$ cat src/rtl/regfile_write_scheduler_if.sv
// Write-port scheduler bundle: pipeline writeback, long-latency result, issue and decode taps, regfile port.
// master = core side driving requests, slave = the scheduler.
interface regfile_write_scheduler_if #(
  parameter int DATA_W = 32
);
  logic              wb_we;
  logic [4:0]        wb_addr;
  logic [DATA_W-1:0] wb_data;
  logic              lu_valid;
  logic              lu_ready;
  logic [4:0]        lu_addr;
  logic [DATA_W-1:0] lu_data;
  logic              issue_valid;
  logic [4:0]        issue_dst;
  logic [4:0]        rs_addr;
  logic [4:0]        rt_addr;
  logic [4:0]        rd_addr;
  logic              WE3;
  logic [4:0]        A3;
  logic [DATA_W-1:0] WD3;
  logic              stall;
  logic [31:0]       pending;

  modport master (
    output wb_we, wb_addr, wb_data, lu_valid, lu_addr, lu_data,
           issue_valid, issue_dst, rs_addr, rt_addr, rd_addr,
    input  lu_ready, WE3, A3, WD3, stall, pending
  );

  modport slave (
    input  wb_we, wb_addr, wb_data, lu_valid, lu_addr, lu_data,
           issue_valid, issue_dst, rs_addr, rt_addr, rd_addr,
    output lu_ready, WE3, A3, WD3, stall, pending
  );
endinterface

$ cat src/rtl/regfile_write_scheduler.sv
// Shares the regfile write port between pipeline writeback (priority) and a FIFO of long-latency results,
// tracks pending long-latency destinations and drives a registered decode stall. Macro: REGFILE_SCHED_BYPASS_EN.
module regfile_write_scheduler #(
  parameter int DATA_W     = 32,
  parameter int FIFO_DEPTH = 2,
  parameter int STARVE_MAX = 4
) (
  input  logic                     clk,
  input  logic                     reset,
  regfile_write_scheduler_if.slave bus
);

  localparam int PTR_W = $clog2(FIFO_DEPTH);
  localparam int CNT_W = PTR_W + 1;
  localparam int STV_W = $clog2(STARVE_MAX + 1);

  typedef struct packed {
    logic [4:0]        addr;
    logic [DATA_W-1:0] data;
  } entry_t;

  typedef enum logic [1:0] {
    S_IDLE = 2'b00,
    S_WB   = 2'b01,
    S_LU   = 2'b10
  } state_t;

  entry_t            mem_q [FIFO_DEPTH];
  logic [PTR_W-1:0]  rd_ptr_q, wr_ptr_q;
  logic [CNT_W-1:0]  cnt_q, cnt_d;
  logic              lu_ready_q;
  logic [31:0]       pending_q, pending_d;
  logic [31:0]       pend_set, pend_clr;
  logic [STV_W-1:0]  starve_q, starve_d;
  logic              stall_q, stall_d;
  state_t            state_q, state_d;
  logic [4:0]        a3_q, a3_d;
  logic [DATA_W-1:0] wd3_q, wd3_d;

  logic   fifo_empty, fifo_full;
  logic   lu_acc, bypass, push, pop, lu_gnt;
  logic   starve_sat;
  entry_t head, lu_in, gnt;

  always_comb begin
    fifo_empty = (cnt_q == '0);
    fifo_full  = (cnt_q == CNT_W'(FIFO_DEPTH));
    lu_acc     = bus.lu_valid & lu_ready_q;
`ifdef REGFILE_SCHED_BYPASS_EN
    bypass     = lu_acc & fifo_empty & ~bus.wb_we;
`else
    bypass     = 1'b0;
`endif
    push       = lu_acc & ~bypass;
    pop        = ~fifo_empty & ~bus.wb_we;
    lu_gnt     = pop | bypass;
    head       = mem_q[rd_ptr_q];
    lu_in      = '{addr: bus.lu_addr, data: bus.lu_data};
    gnt        = pop ? head : lu_in;
    cnt_d      = cnt_q + CNT_W'(push) - CNT_W'(pop);
    starve_sat = (starve_q == STV_W'(STARVE_MAX));
  end

  // Grant decision: pipeline first, then FIFO head (or bypassed result); register 0 writes are swallowed.
  always_comb begin
    state_d = S_IDLE;
    a3_d    = a3_q;
    wd3_d   = wd3_q;
    if (bus.wb_we) begin
      if (bus.wb_addr != 5'd0) begin
        state_d = S_WB;
        a3_d    = bus.wb_addr;
        wd3_d   = bus.wb_data;
      end
    end else if (lu_gnt) begin
      if (gnt.addr != 5'd0) begin
        state_d = S_LU;
        a3_d    = gnt.addr;
        wd3_d   = gnt.data;
      end
    end
  end

  always_comb begin
    pend_clr  = lu_gnt ? (32'd1 << gnt.addr) : 32'd0;
    pend_set  = (bus.issue_valid && bus.issue_dst != 5'd0) ? (32'd1 << bus.issue_dst) : 32'd0;
    // A new issue to a register whose result is landing now is a fresh dependency, so set beats clear.
    pending_d = (pending_q & ~pend_clr) | pend_set;

    starve_d = '0;
    if (!fifo_empty && bus.wb_we) begin
      starve_d = starve_sat ? starve_q : starve_q + STV_W'(1);
    end

    stall_d = (pending_q[bus.rs_addr] && bus.rs_addr != 5'd0)
            | (pending_q[bus.rt_addr] && bus.rt_addr != 5'd0)
            | (pending_q[bus.rd_addr] && bus.rd_addr != 5'd0)
            | starve_sat
            | (fifo_full & bus.lu_valid);
  end

  always_ff @(posedge clk or negedge reset) begin
    if (!reset) begin
      state_q <= S_IDLE;
      a3_q    <= '0;
      wd3_q   <= '0;
    end else begin
      state_q <= state_d;
      a3_q    <= a3_d;
      wd3_q   <= wd3_d;
    end
  end

  always_ff @(posedge clk or negedge reset) begin
    if (!reset) begin
      rd_ptr_q   <= '0;
      wr_ptr_q   <= '0;
      cnt_q      <= '0;
      lu_ready_q <= 1'b0;
      pending_q  <= '0;
      starve_q   <= '0;
      stall_q    <= 1'b0;
    end else begin
      if (push) wr_ptr_q <= wr_ptr_q + PTR_W'(1);
      if (pop)  rd_ptr_q <= rd_ptr_q + PTR_W'(1);
      cnt_q      <= cnt_d;
      lu_ready_q <= (cnt_d != CNT_W'(FIFO_DEPTH));
      pending_q  <= pending_d;
      starve_q   <= starve_d;
      stall_q    <= stall_d;
    end
  end

  // Storage needs no reset: occupancy is tracked by cnt_q alone.
  always_ff @(posedge clk) begin
    if (push) mem_q[wr_ptr_q] <= lu_in;
  end

  assign bus.WE3      = (state_q != S_IDLE);
  assign bus.A3       = a3_q;
  assign bus.WD3      = wd3_q;
  assign bus.stall    = stall_q;
  assign bus.pending  = pending_q;
  assign bus.lu_ready = lu_ready_q;

endmodule

$ cat src/flat_wrapper.sv
// flat-port wrapper written by rule: the top's interface ports become plain ports
module regfile_write_scheduler_flat 
#(
  parameter int DATA_W     = 32,
  parameter int FIFO_DEPTH = 2,
  parameter int STARVE_MAX = 4
)
  (clk, reset, bus_wb_we, bus_wb_addr, bus_wb_data, bus_lu_valid, bus_lu_addr, bus_lu_data, bus_issue_valid, bus_issue_dst, bus_rs_addr, bus_rt_addr, bus_rd_addr, bus_lu_ready, bus_WE3, bus_A3, bus_WD3, bus_stall, bus_pending);
  regfile_write_scheduler_if #(.DATA_W(DATA_W)) bus_i ();
  input  logic clk;
  input  logic reset;
  input wire logic [$bits(bus_i.wb_we)-1:0] bus_wb_we;
  input wire logic [$bits(bus_i.wb_addr)-1:0] bus_wb_addr;
  input wire logic [$bits(bus_i.wb_data)-1:0] bus_wb_data;
  input wire logic [$bits(bus_i.lu_valid)-1:0] bus_lu_valid;
  input wire logic [$bits(bus_i.lu_addr)-1:0] bus_lu_addr;
  input wire logic [$bits(bus_i.lu_data)-1:0] bus_lu_data;
  input wire logic [$bits(bus_i.issue_valid)-1:0] bus_issue_valid;
  input wire logic [$bits(bus_i.issue_dst)-1:0] bus_issue_dst;
  input wire logic [$bits(bus_i.rs_addr)-1:0] bus_rs_addr;
  input wire logic [$bits(bus_i.rt_addr)-1:0] bus_rt_addr;
  input wire logic [$bits(bus_i.rd_addr)-1:0] bus_rd_addr;
  output wire logic [$bits(bus_i.lu_ready)-1:0] bus_lu_ready;
  output wire logic [$bits(bus_i.WE3)-1:0] bus_WE3;
  output wire logic [$bits(bus_i.A3)-1:0] bus_A3;
  output wire logic [$bits(bus_i.WD3)-1:0] bus_WD3;
  output wire logic [$bits(bus_i.stall)-1:0] bus_stall;
  output wire logic [$bits(bus_i.pending)-1:0] bus_pending;
  assign bus_i.wb_we = bus_wb_we;
  assign bus_i.wb_addr = bus_wb_addr;
  assign bus_i.wb_data = bus_wb_data;
  assign bus_i.lu_valid = bus_lu_valid;
  assign bus_i.lu_addr = bus_lu_addr;
  assign bus_i.lu_data = bus_lu_data;
  assign bus_i.issue_valid = bus_issue_valid;
  assign bus_i.issue_dst = bus_issue_dst;
  assign bus_i.rs_addr = bus_rs_addr;
  assign bus_i.rt_addr = bus_rt_addr;
  assign bus_i.rd_addr = bus_rd_addr;
  assign bus_lu_ready = bus_i.lu_ready;
  assign bus_WE3 = bus_i.WE3;
  assign bus_A3 = bus_i.A3;
  assign bus_WD3 = bus_i.WD3;
  assign bus_stall = bus_i.stall;
  assign bus_pending = bus_i.pending;
  regfile_write_scheduler #(.DATA_W(DATA_W), .FIFO_DEPTH(FIFO_DEPTH), .STARVE_MAX(STARVE_MAX)) u_core (.clk(clk), .reset(reset), .bus(bus_i));
endmodule
$ cat config.mk
export PLATFORM = sky130hd
export DESIGN_NAME = regfile_write_scheduler_flat
export DESIGN_NICKNAME = d
export VERILOG_FILES = /design/src/rtl/regfile_write_scheduler_if.sv /design/src/rtl/regfile_write_scheduler.sv /design/src/flat_wrapper.sv
export SDC_FILE = /design/constraint.sdc
export NUM_CORES = 1
export LEC_CHECK = 0
export ABC_CLOCK_PERIOD_IN_PS = 3400
export CAP_MARGIN = 20
export CORE_MARGIN = 3
export CORE_UTILIZATION = 40
export DETAILED_ROUTE_END_ITERATION = 12
export PLACE_DENSITY = 0.74
export RECOVER_POWER = 25
export SYNTH_ARGS = -nofsm -noshare
export SYNTH_HDL_FRONTEND = slang
export SYNTH_SLANG_ARGS = --single-unit
$ cat constraint.sdc
create_clock -name clk -period 3.4 [get_ports clk]
set_input_delay 1.02 -clock clk [delete_from_list [all_inputs] [get_ports clk]]
set_output_delay 1.02 -clock clk [all_outputs]
set_load 0.005 [all_outputs]
==> impl_results.md <==
- Grt total ovfl: 0
- Worst Hold Class: reg -> reg
- Reg-to-reg slack, setup: 990 ps
- Clk_skew: 6.29 ps
- Core Area: 18,300 um^2
- Sequential Area: 4230 um^2
- Hold WS: 496 ps
- Post-Syn Nets: 728
- Vias in the first global route: 5,608
- Layout cells sized above 1: 13.3%
- Fmax: 361 MHz
- Startpoint types: input pin
- Slowest cell on the critical path: or4_1
- Pleak: 4.00 nW
- CTS Root Cell: clkbuf_16
- R2r startpoint: u_core.rd_ptr_q
- WHS Endpoint: u_core.bus.A3[2]
- Warnings from Yosys: 0
- CTS H-Tree Depth: 4
- Wire length of the first global-routing pass: 31,400 um
- Clock slew at reported path FFs: 60 ps
- Layout Cell Area excl Fill: 10,200 um^2
- Initial antenna violation count: 3
- Core Util, Final: 55.6%
- Crit path cell chain: clkdlybuf4s50_1, or4_1, o21a_1, o22a_2, buf_4, mux2_1
- Drt first pass iters: 5
- Hold Path Depth: 1
- Setup TNS: 0 ps
- Routability congestion estimate from global placement: 0.896
- Status: finished clean
- Number of synthesized flops with an enable pin: 74
- Dominant cell type by area after synthesis: edfxtp_1
- Final Hold Viols: 0
- Largest net degree at the start of global routing: 78
- Max-cap viol count: 0
- Pwr Density: 811 nW/um^2
- Final WS setup: 629 ps
- FF-to-FF path depth: 6
- CTS Sinks: 154
- Io pins: 171
- Worst Path Max Fanout: 16
- Slew @ Worst Pin: 1380 ps
- Prevailing post-synth register cell: dfrtp_1
- Place WS: 203 ps
- Worst r2r dst: u_core.bus.WD3[1]
- Register area share after synthesis: 55.9%
- Vias per cell: 5.46
- Fin crit period: 2770 ps
- Seq cells post-synth: 154
- Async SR Flop Fraction: 51.9%
- Ant diodes: 0
- Postcts setup bufs: 0
- Slew margin rel.: 8.23%
- Die footprint: 20,600 um^2
- RSZ-0062 raised after global routing: no
- Routed WL per cell: 19.4 um
- Worst hold start: u_core.bus.A3[2]
- Share of the clock period used by the worst path: 81.5%
- Top delay family on crit path: buffers and inverters
- Critical path required time: 3700 ps
- Ranking of synthesized cells by area: edfxtp_1 (29%), dfrtp_1 (26%), mux2i_1 (6.5%)
- Final Max Slew Viols: 0
- GR Util All Layers: 19.8%
- Crit path largest cell delay: 590 ps
- Die height: 143 um
- 1st-iter DRT viols: 335
- Clock buffer depth: 2
- Vias: 5,688
- Setup CP Type: in -> reg
- IO buf count: 170
- Crit path buf inv count: 2
- # setup viols final: 0
- Total CTS buffers: 17
- Layout area overhead: 34.4%
- Post-CTS Hold Fix Bufs: 0
- Mapped Cells: 625
- Most frequent cell after synthesis: o21ai_0
- Multi-input gate area: 3150 um^2
- Post-synth cell types: 54
- Commonest cells post-synth: o21ai_0 (83), dfrtp_1 (80), edfxtp_1 (74)
- TritonCTS clock tree: done
- Post-CTS sizing: 0
- Final HPWL DP: 14,500 um
- Peak VDD IR: 0.420 mV
- Die X: 143 um
- Syn_area_per_cell: 12.1 um^2
- Clock Latency Late Sink: 420 ps
- Worst setup EP type: register
- Synth top area share: 29.4%
- Site row count: 49
- Post-Syn Area: 7560 um^2
- Post-route ant nets: 0
- Nets: 902
- FILL cells: 1,559
- Final wirelength: 20,200 um
- Area after DPL: 9570 um^2
- Drt drc: 0
- CP arrival: 3070 ps
- Starting Density: 41.4%
[cell usage in the layout (no fill, tap or decap), types with 5 or more instances in the layout]
master	netlist	routed
a21oi_1	35	35
buf_4	1	13
clkbuf_16	0	17
clkdlybuf4s50_1	0	145
dfrtp_1	80	79
dlygate4sd3_1	0	23
edfxtp_1	74	74
inv_1	11	11
mux2_1	10	10
mux2_2	11	11
mux2_4	29	29
mux2i_1	49	49
mux4_2	11	11
nand2_1	48	48
nand2b_1	7	7
nand3_1	10	10
nor2_1	44	42
nor2b_1	8	8
nor3_1	5	5
o21ai_0	83	83
o21ai_1	19	19
[cell type report]
cell class	count	area share [%]
flip-flops and latches	154	41.6
multi-input cells	428	31.0
repair buffers	187	18.4
clock buffers	19	4.26
well taps	229	2.82
clock inverters	13	1.50
inverters	11	0.407
[metal layers]
layer	wire length, um	GRT usage (%)
met2	9670	31.1
met1	8870	27.7
met4	285	5.15
met3	1300	5.16
met5	41	0
[state kept, by name (all words and copies together), names as in the netlist]
signal / cells
u_core.cnt_q: 2
u_core.bus.WD3: 32
u_core.rd_ptr_q: 1
u_core.bus.pending: 32
u_core.bus.lu_ready: 1
u_core.starve_q: 3
u_core.bus.A3: 5
u_core.state_q: 2
u_core.mem_q: 74
u_core.bus.stall: 1
u_core.wr_ptr_q: 1
[stage by stage]
| step | power (mW) | instances |
|---|---|---|
| finish | 8.23 | 1041 |
| floorplan | 4.77 | 625 |
| CTS | 8.29 | 1041 |
| global route | 8.72 | 1041 |
| global placement | 6.33 | 1009 |
| detailed placement | 6.40 | 1009 |
[logic make-up after synthesis]
logic type	after synthesis	synth area share, %
AOI/OAI and AO/OA	162	11.8
DFF	154	55.9
and+or+nand+nor	144	8.82
muxes	113	19.6
buffers and inverters	43	2.67
xor gates and xnor gates	5	0.579
adders and majority gates	4	0.662
[worst max path at each step]
stage | startpoint | end | slack, ps | cells past startpoint
2_1_floorplan | bus_lu_valid | u_core.mem_q[0][0] | 290 | 2
3_3_place_gp | bus_wb_addr[3] | u_core.bus.WD3[2] | 230 | 6
6_report | bus_wb_addr[3] | u_core.bus.WD3[1] | 630 | 6
5_1_grt | bus_wb_addr[2] | u_core.bus.WD3[1] | 590 | 6
3_5_place_dp | bus_wb_addr[3] | u_core.bus.WD3[1] | 200 | 6
4_1_cts | bus_wb_addr[3] | u_core.bus.WD3[1] | 650 | 6
[report_power, final]
group          leakage, nW  internal, mW  total (mW)  switching (mW)
Sequential            1.65          2.61        3.22           0.617
Clock                0.278          1.15        1.87           0.723
Combinational         2.07          1.79        3.14            1.35
Note: power is estimated with default switching activity, not from simulation.
